File: src/rtl/config_bank_pkg.sv
// config_bank shared constants and helpers.
// Bank select encoding and error counter width.
package config_bank_pkg;

  localparam int ERR_CNT_W = 8;

  localparam logic BANK_SHADOW = 1'b0;
  localparam logic BANK_ACTIVE = 1'b1;

  function automatic int clog2(input int n);
    int r;
    r = 0;
    for (int i = 0; i < 31; i++) begin
      if ((32'sd1 <<< i) < n) r = i + 1;
    end
    return r;
  endfunction

endpackage

File: src/rtl/config_word.sv
// One configuration word: writable shadow plus committed active copy.
// Both registers hold their own value when not loaded.
module config_word
  import config_bank_pkg::*;
#(
  parameter int WIDTH = 8,
  parameter logic [WIDTH-1:0] RV = '0
) (
  input  logic             clk,
  input  logic             rstn,
  input  logic             we,
  input  logic [WIDTH-1:0] wdata,
  input  logic             commit,
  output logic [WIDTH-1:0] shadow,
  output logic [WIDTH-1:0] active
);

  // active samples the pre-write shadow
  always_ff @(posedge clk) begin
    if (!rstn) begin
      shadow <= RV;
      active <= RV;
    end else begin
      shadow <= we ? wdata : shadow;
      active <= commit ? shadow : active;
    end
  end

endmodule

File: src/rtl/config_bank.sv
// Multi-word config bank: shadow/active words, readback,
// sticky write lock and saturating TMR mismatch counter.
module config_bank
  import config_bank_pkg::*;
#(
  parameter int WIDTH = 8,
  parameter int DEPTH = 4,
  parameter logic [DEPTH*WIDTH-1:0] RESET_VALUE = '0,
  localparam int AW =
    (clog2(DEPTH) < 1) ? 1 : clog2(DEPTH)
) (
  input  logic                   clk,
  input  logic                   rstn,
  input  logic                   wr_en,
  input  logic [AW:0]            addr,
  input  logic [WIDTH-1:0]       wdata,
  input  logic                   rd_en,
  output logic [WIDTH-1:0]       rdata,
  output logic                   rvalid,
  output logic                   rerr,
  input  logic                   commit,
  input  logic                   lock_set,
  output logic                   locked,
  input  logic                   err_in,
  output logic [ERR_CNT_W-1:0]   err_count,
  input  logic                   err_clr,
  output logic [DEPTH*WIDTH-1:0] active_cfg
);

  logic [AW-1:0]    idx;
  logic             bank;
  logic             in_rng;
  logic [WIDTH-1:0] sel;
  logic [WIDTH-1:0] sh [DEPTH];
  logic [WIDTH-1:0] ac [DEPTH];

  assign idx    = addr[AW-1:0];
  assign bank   = addr[AW];
  assign in_rng = {1'b0, idx} < (AW+1)'(DEPTH);

  for (genvar i = 0; i < DEPTH; i++) begin : g_word
    logic we;
    assign we = wr_en & ~locked & (idx == AW'(i));

    config_word #(
      .WIDTH (WIDTH),
      .RV    (RESET_VALUE[i*WIDTH +: WIDTH])
    ) u_word (
      .clk    (clk),
      .rstn   (rstn),
      .we     (we),
      .wdata  (wdata),
      .commit (commit),
      .shadow (sh[i]),
      .active (ac[i])
    );

    assign active_cfg[i*WIDTH +: WIDTH] = ac[i];
  end

  always_comb begin
    sel = '0;
    for (int i = 0; i < DEPTH; i++) begin
      if (idx == AW'(i))
        sel = (bank == BANK_SHADOW) ? sh[i] : ac[i];
    end
  end

  always_ff @(posedge clk) begin
    if (!rstn) begin
      rdata     <= '0;
      rvalid    <= 1'b0;
      rerr      <= 1'b0;
      locked    <= 1'b0;
      err_count <= '0;
    end else begin
      rvalid <= rd_en;
      rerr   <= rd_en & ~in_rng;
      if (rd_en) rdata <= in_rng ? sel : '0;
      locked <= locked | lock_set;
      // clear wins over a coincident mismatch
      if (err_clr)
        err_count <= '0;
      else if (err_in && err_count != '1)
        err_count <= err_count + 1'b1;
    end
  end

endmodule

File: config.mk
export PLATFORM = sky130hd
export DESIGN_NAME = config_bank
export DESIGN_NICKNAME = d
export VERILOG_FILES = /design/src/rtl/config_bank_pkg.sv /design/src/rtl/config_word.sv /design/src/rtl/config_bank.sv
export SDC_FILE = /design/constraint.sdc
export NUM_CORES = 1
export LEC_CHECK = 0
export ABC_AREA = 1
export CAP_MARGIN = 10
export CORE_MARGIN = 2
export CORE_UTILIZATION = 25
export DETAILED_ROUTE_END_ITERATION = 16
export SLEW_MARGIN = 40
export SYNTH_ARGS = -nofsm -noshare
export SYNTH_HDL_FRONTEND = slang
export SYNTH_SLANG_ARGS = --single-unit
File: constraint.sdc
create_clock -name clk -period 1.5 [get_ports clk]
set_clock_uncertainty 0.15 [all_clocks]
set_input_delay 0.3 -clock clk [delete_from_list [all_inputs] [get_ports clk]]
set_output_delay 0.3 -clock clk [all_outputs]
set_load 0.05 [all_outputs]
==> impl_metrics.tcl, run 1 <==
set metrics [dict create \
    status "complete, no violations" \
    combPwrFrac 0.190 \
    synth_edf_count 0 \
    cts_buffer_depth 2 \
    power_leakage_nw 2.17 \
    path_clk_slew_ns 0.06 \
    path_cells "clkdlybuf4s50_1 -> inv_1 -> nor2_4 -> buf_4 -> nand2_4 -> buf_4 -> a21oi_1" \
    vias 3364 \
    crit_path_start "wr_en" \
    synth.top_cell.area_share 0.468 \
    fin_cells 739 \
    grt_pass1_wl_um 17600 \
    synth_largest_area_cell "dfxtp_1" \
    globalplace.congestion 0.871 \
    nFillCells 1402 \
    placed_cells 720 \
    area_delta_synth_final_pct 55.4 \
    die_h_um 123 \
    clkPwrFrac 0.394 \
    synth_area_leaders "dfxtp_1, o21ai_0, a21oi_1, nand2_1, nor2_1" \
    synth.avg_cell_area_um2 7.49 \
    synthTopCellsByCount "o21ai_0, dfxtp_1, a21oi_1" \
    grtUsageMet1 0.190 \
    fin_hold_ws_ns 0.166 \
    clock_latency_ns 0.34 \
    synth_top_flop_cell "dfxtp_1" \
    finalCritPeriodShare 0.978 \
    timing.fmax_ghz 0.682 \
    busiest_layer "met2" \
    cap_violations 0 \
    netSwitchingPower_mw 1.61 \
    cp.buffers_inverters 4 \
    antenna_found_initial 0 \
    synth_cells 469 \
    place_ws_ns -0.437 \
    cts_tree "done" \
    p_int_mw 4.17 \
    placed_area_um2 5120 \
    num_io_pins 70 \
    worst-path-max-fanout 11 \
    peakVddDrop_mv 0.535 \
    first_global_vias 3305 \
    p_sw_frac 0.279 \
    setup_viol 0 \
    grtUsageMet2 0.260 \
    path_delay_family "buffers and inverters" \
    syn-num-nets 489 \
    worst_setup_path_end_kind "flop" \
    power_mw 5.78 \
    async_flop_share 0 \
    power_density_nw_per_um2 1060 \
    synthMostInstantiatedCell "o21ai_0" \
    layout.area.seq_um2 1660 \
    required_ns 1.62 \
    die_x_um 123 \
    globalRoute.totalOverflow 0 \
    initial_core_util 0.255 \
    r2r_start "err_count[0]$_SDFFE_PP0P_" \
    grt_util_all_layers 0.156 \
    fin_area_um2 5460 \
    htree_levels 3 \
    synth_cell_types 26 \
    drc 0 \
    min_from "rstn" \
    cp-start-kind "primary input" \
    crit_type "primary input to flop" \
    grt_use_met3 0.0516 \
    grt_start_max_net_pins 73 \
    wl_um 10900 \
    first_pass_iters 5 \
    multi_input_area_um2 1550 \
    ys_seq_area_frac 0.468 \
    seqPwrFrac 0.415 \
    final_nets 574 \
    crit_top_cell "buf_4" \
    rsz0062_at_grt "yes" \
    ys_ff_latch 82 \
    hp-class "primary input to flop" \
    syn_area_um2 3510 \
    final_util 0.396 \
    antennaDiodeCount 0 \
    die_area_um2 15000 \
    cts-buffers-inserted 9 \
    cpPeakStageDelay_ns 0.45 \
    layout_setup_ws_ns 0.0336 \
    worstPathArrival_ns 1.58 \
    vias_per_cell 4.55 \
    finalSetupTns_ns 0 \
    port_buffers 68 \
    finalCriticalPeriod_ns 1.47 \
    wire_per_inst_um 14.8 \
    drtAntennaViolNets 0 \
    ys_warn_count 0 \
    cts_root_buf "clkbuf_16" \
    hpwl_um 8050 \
    critPathSlowestCell "clkdlybuf4s50_1" \
    cts_sinks 82 \
    slew_viol_final 0 \
    hold_violations 0 \
    core-area_um2 13800 \
    drt-initial-drc-count 249 \
    drive_gt1_frac 0.220 \
    row_count 43 \
]
-- timing repair --
item	CTS	global route
cloned	0	0
hold buffers	0	0
setup endpoints to repair	9	22
buffers inserted	0	3
resized for setup	7	9
pin swaps	3	0
-- final cells by class --
cell class	count	area share
well taps	180	0.0413
inverters	49	0.0337
repair buffers	100	0.280
flip-flops and latches	82	0.304
clock buffers	12	0.0472
multi-input cells	312	0.285
clock inverters	4	0.00894
-- per-layer routing --
metal / share of wire / up-vias
met3: 0.055 / 14
li1: - / 1737
met1: 0.44 / 1535
met5: 0 / -
met4: 0.021 / 0
met2: 0.48 / 78
-- power by group through the flow --
stage               sequential [mW]  clock [mW]  combinational, mW
floorplan                      2.64           0              0.320
global placement               2.45           0               1.08
detailed placement             2.45           0               1.09
CTS                            2.41        2.32               1.10
global route                   2.41        2.42               1.18
finish                         2.40        2.28               1.10
-- flip-flops by register name (all words and copies together), names as in the netlist --
register / flops
locked: 1
g_word.u_word.shadow: 32
err_count: 8
g_word.u_word.active: 32
rdata: 8
rvalid: 1
-- cell families after synthesis --
kind of cell	share of synthesized area
buffers and inverters	0.0959
and+or+nand+nor	0.161
AOI/OAI and AO/OA	0.266
DFF	0.468
other	0.00107
adders and majority gates	0.00356
xor gates and xnor gates	0.00499
-- cell usage in the layout (no fill, tap or decap), types with 3 or more instances in the layout --
master,count
o21ai_0,79
dfxtp_1,74
a21oi_1,62
nand2_1,60
buf_12,59
nor2_1,49
inv_1,45
buf_4,22
o211ai_1,18
clkdlybuf4s50_1,14
o21ai_1,13
nand3_1,11
clkbuf_16,10
dfxtp_2,6
inv_2,4
nand2_2,3
nor2_4,3
nand2_4,3
dlygate4sd2_1,3
-- worst paths after layout --
path | slack, ns | end | cells past startpoint
max | 0.03 | g_word[2].u_word.shadow[0]$_SDFFE_PN0P_ | 7
min | 0.17 | locked$_SDFF_PN0_ | 3
max reg2reg | 0.08 | err_count[5]$_SDFFE_PP0P_ | 8
min reg2reg | 0.32 | g_word[3].u_word.shadow[0]$_SDFFE_PN0P_ | 2
-- tightest hold or removal path, delay by kind of cell --
kind | cells | cell delay, ns
buffers and inverters | 2 | 0.22
and+or+nand+nor | 1 | 0.10
Note: power is estimated with default switching activity, not from simulation.
==> run 2: changes to the inputs <==
SLEW_MARGIN = 10   (was 40)
==> results of run 2 <==
The final DEF is identical to that of run 1; final timing and power are the same.
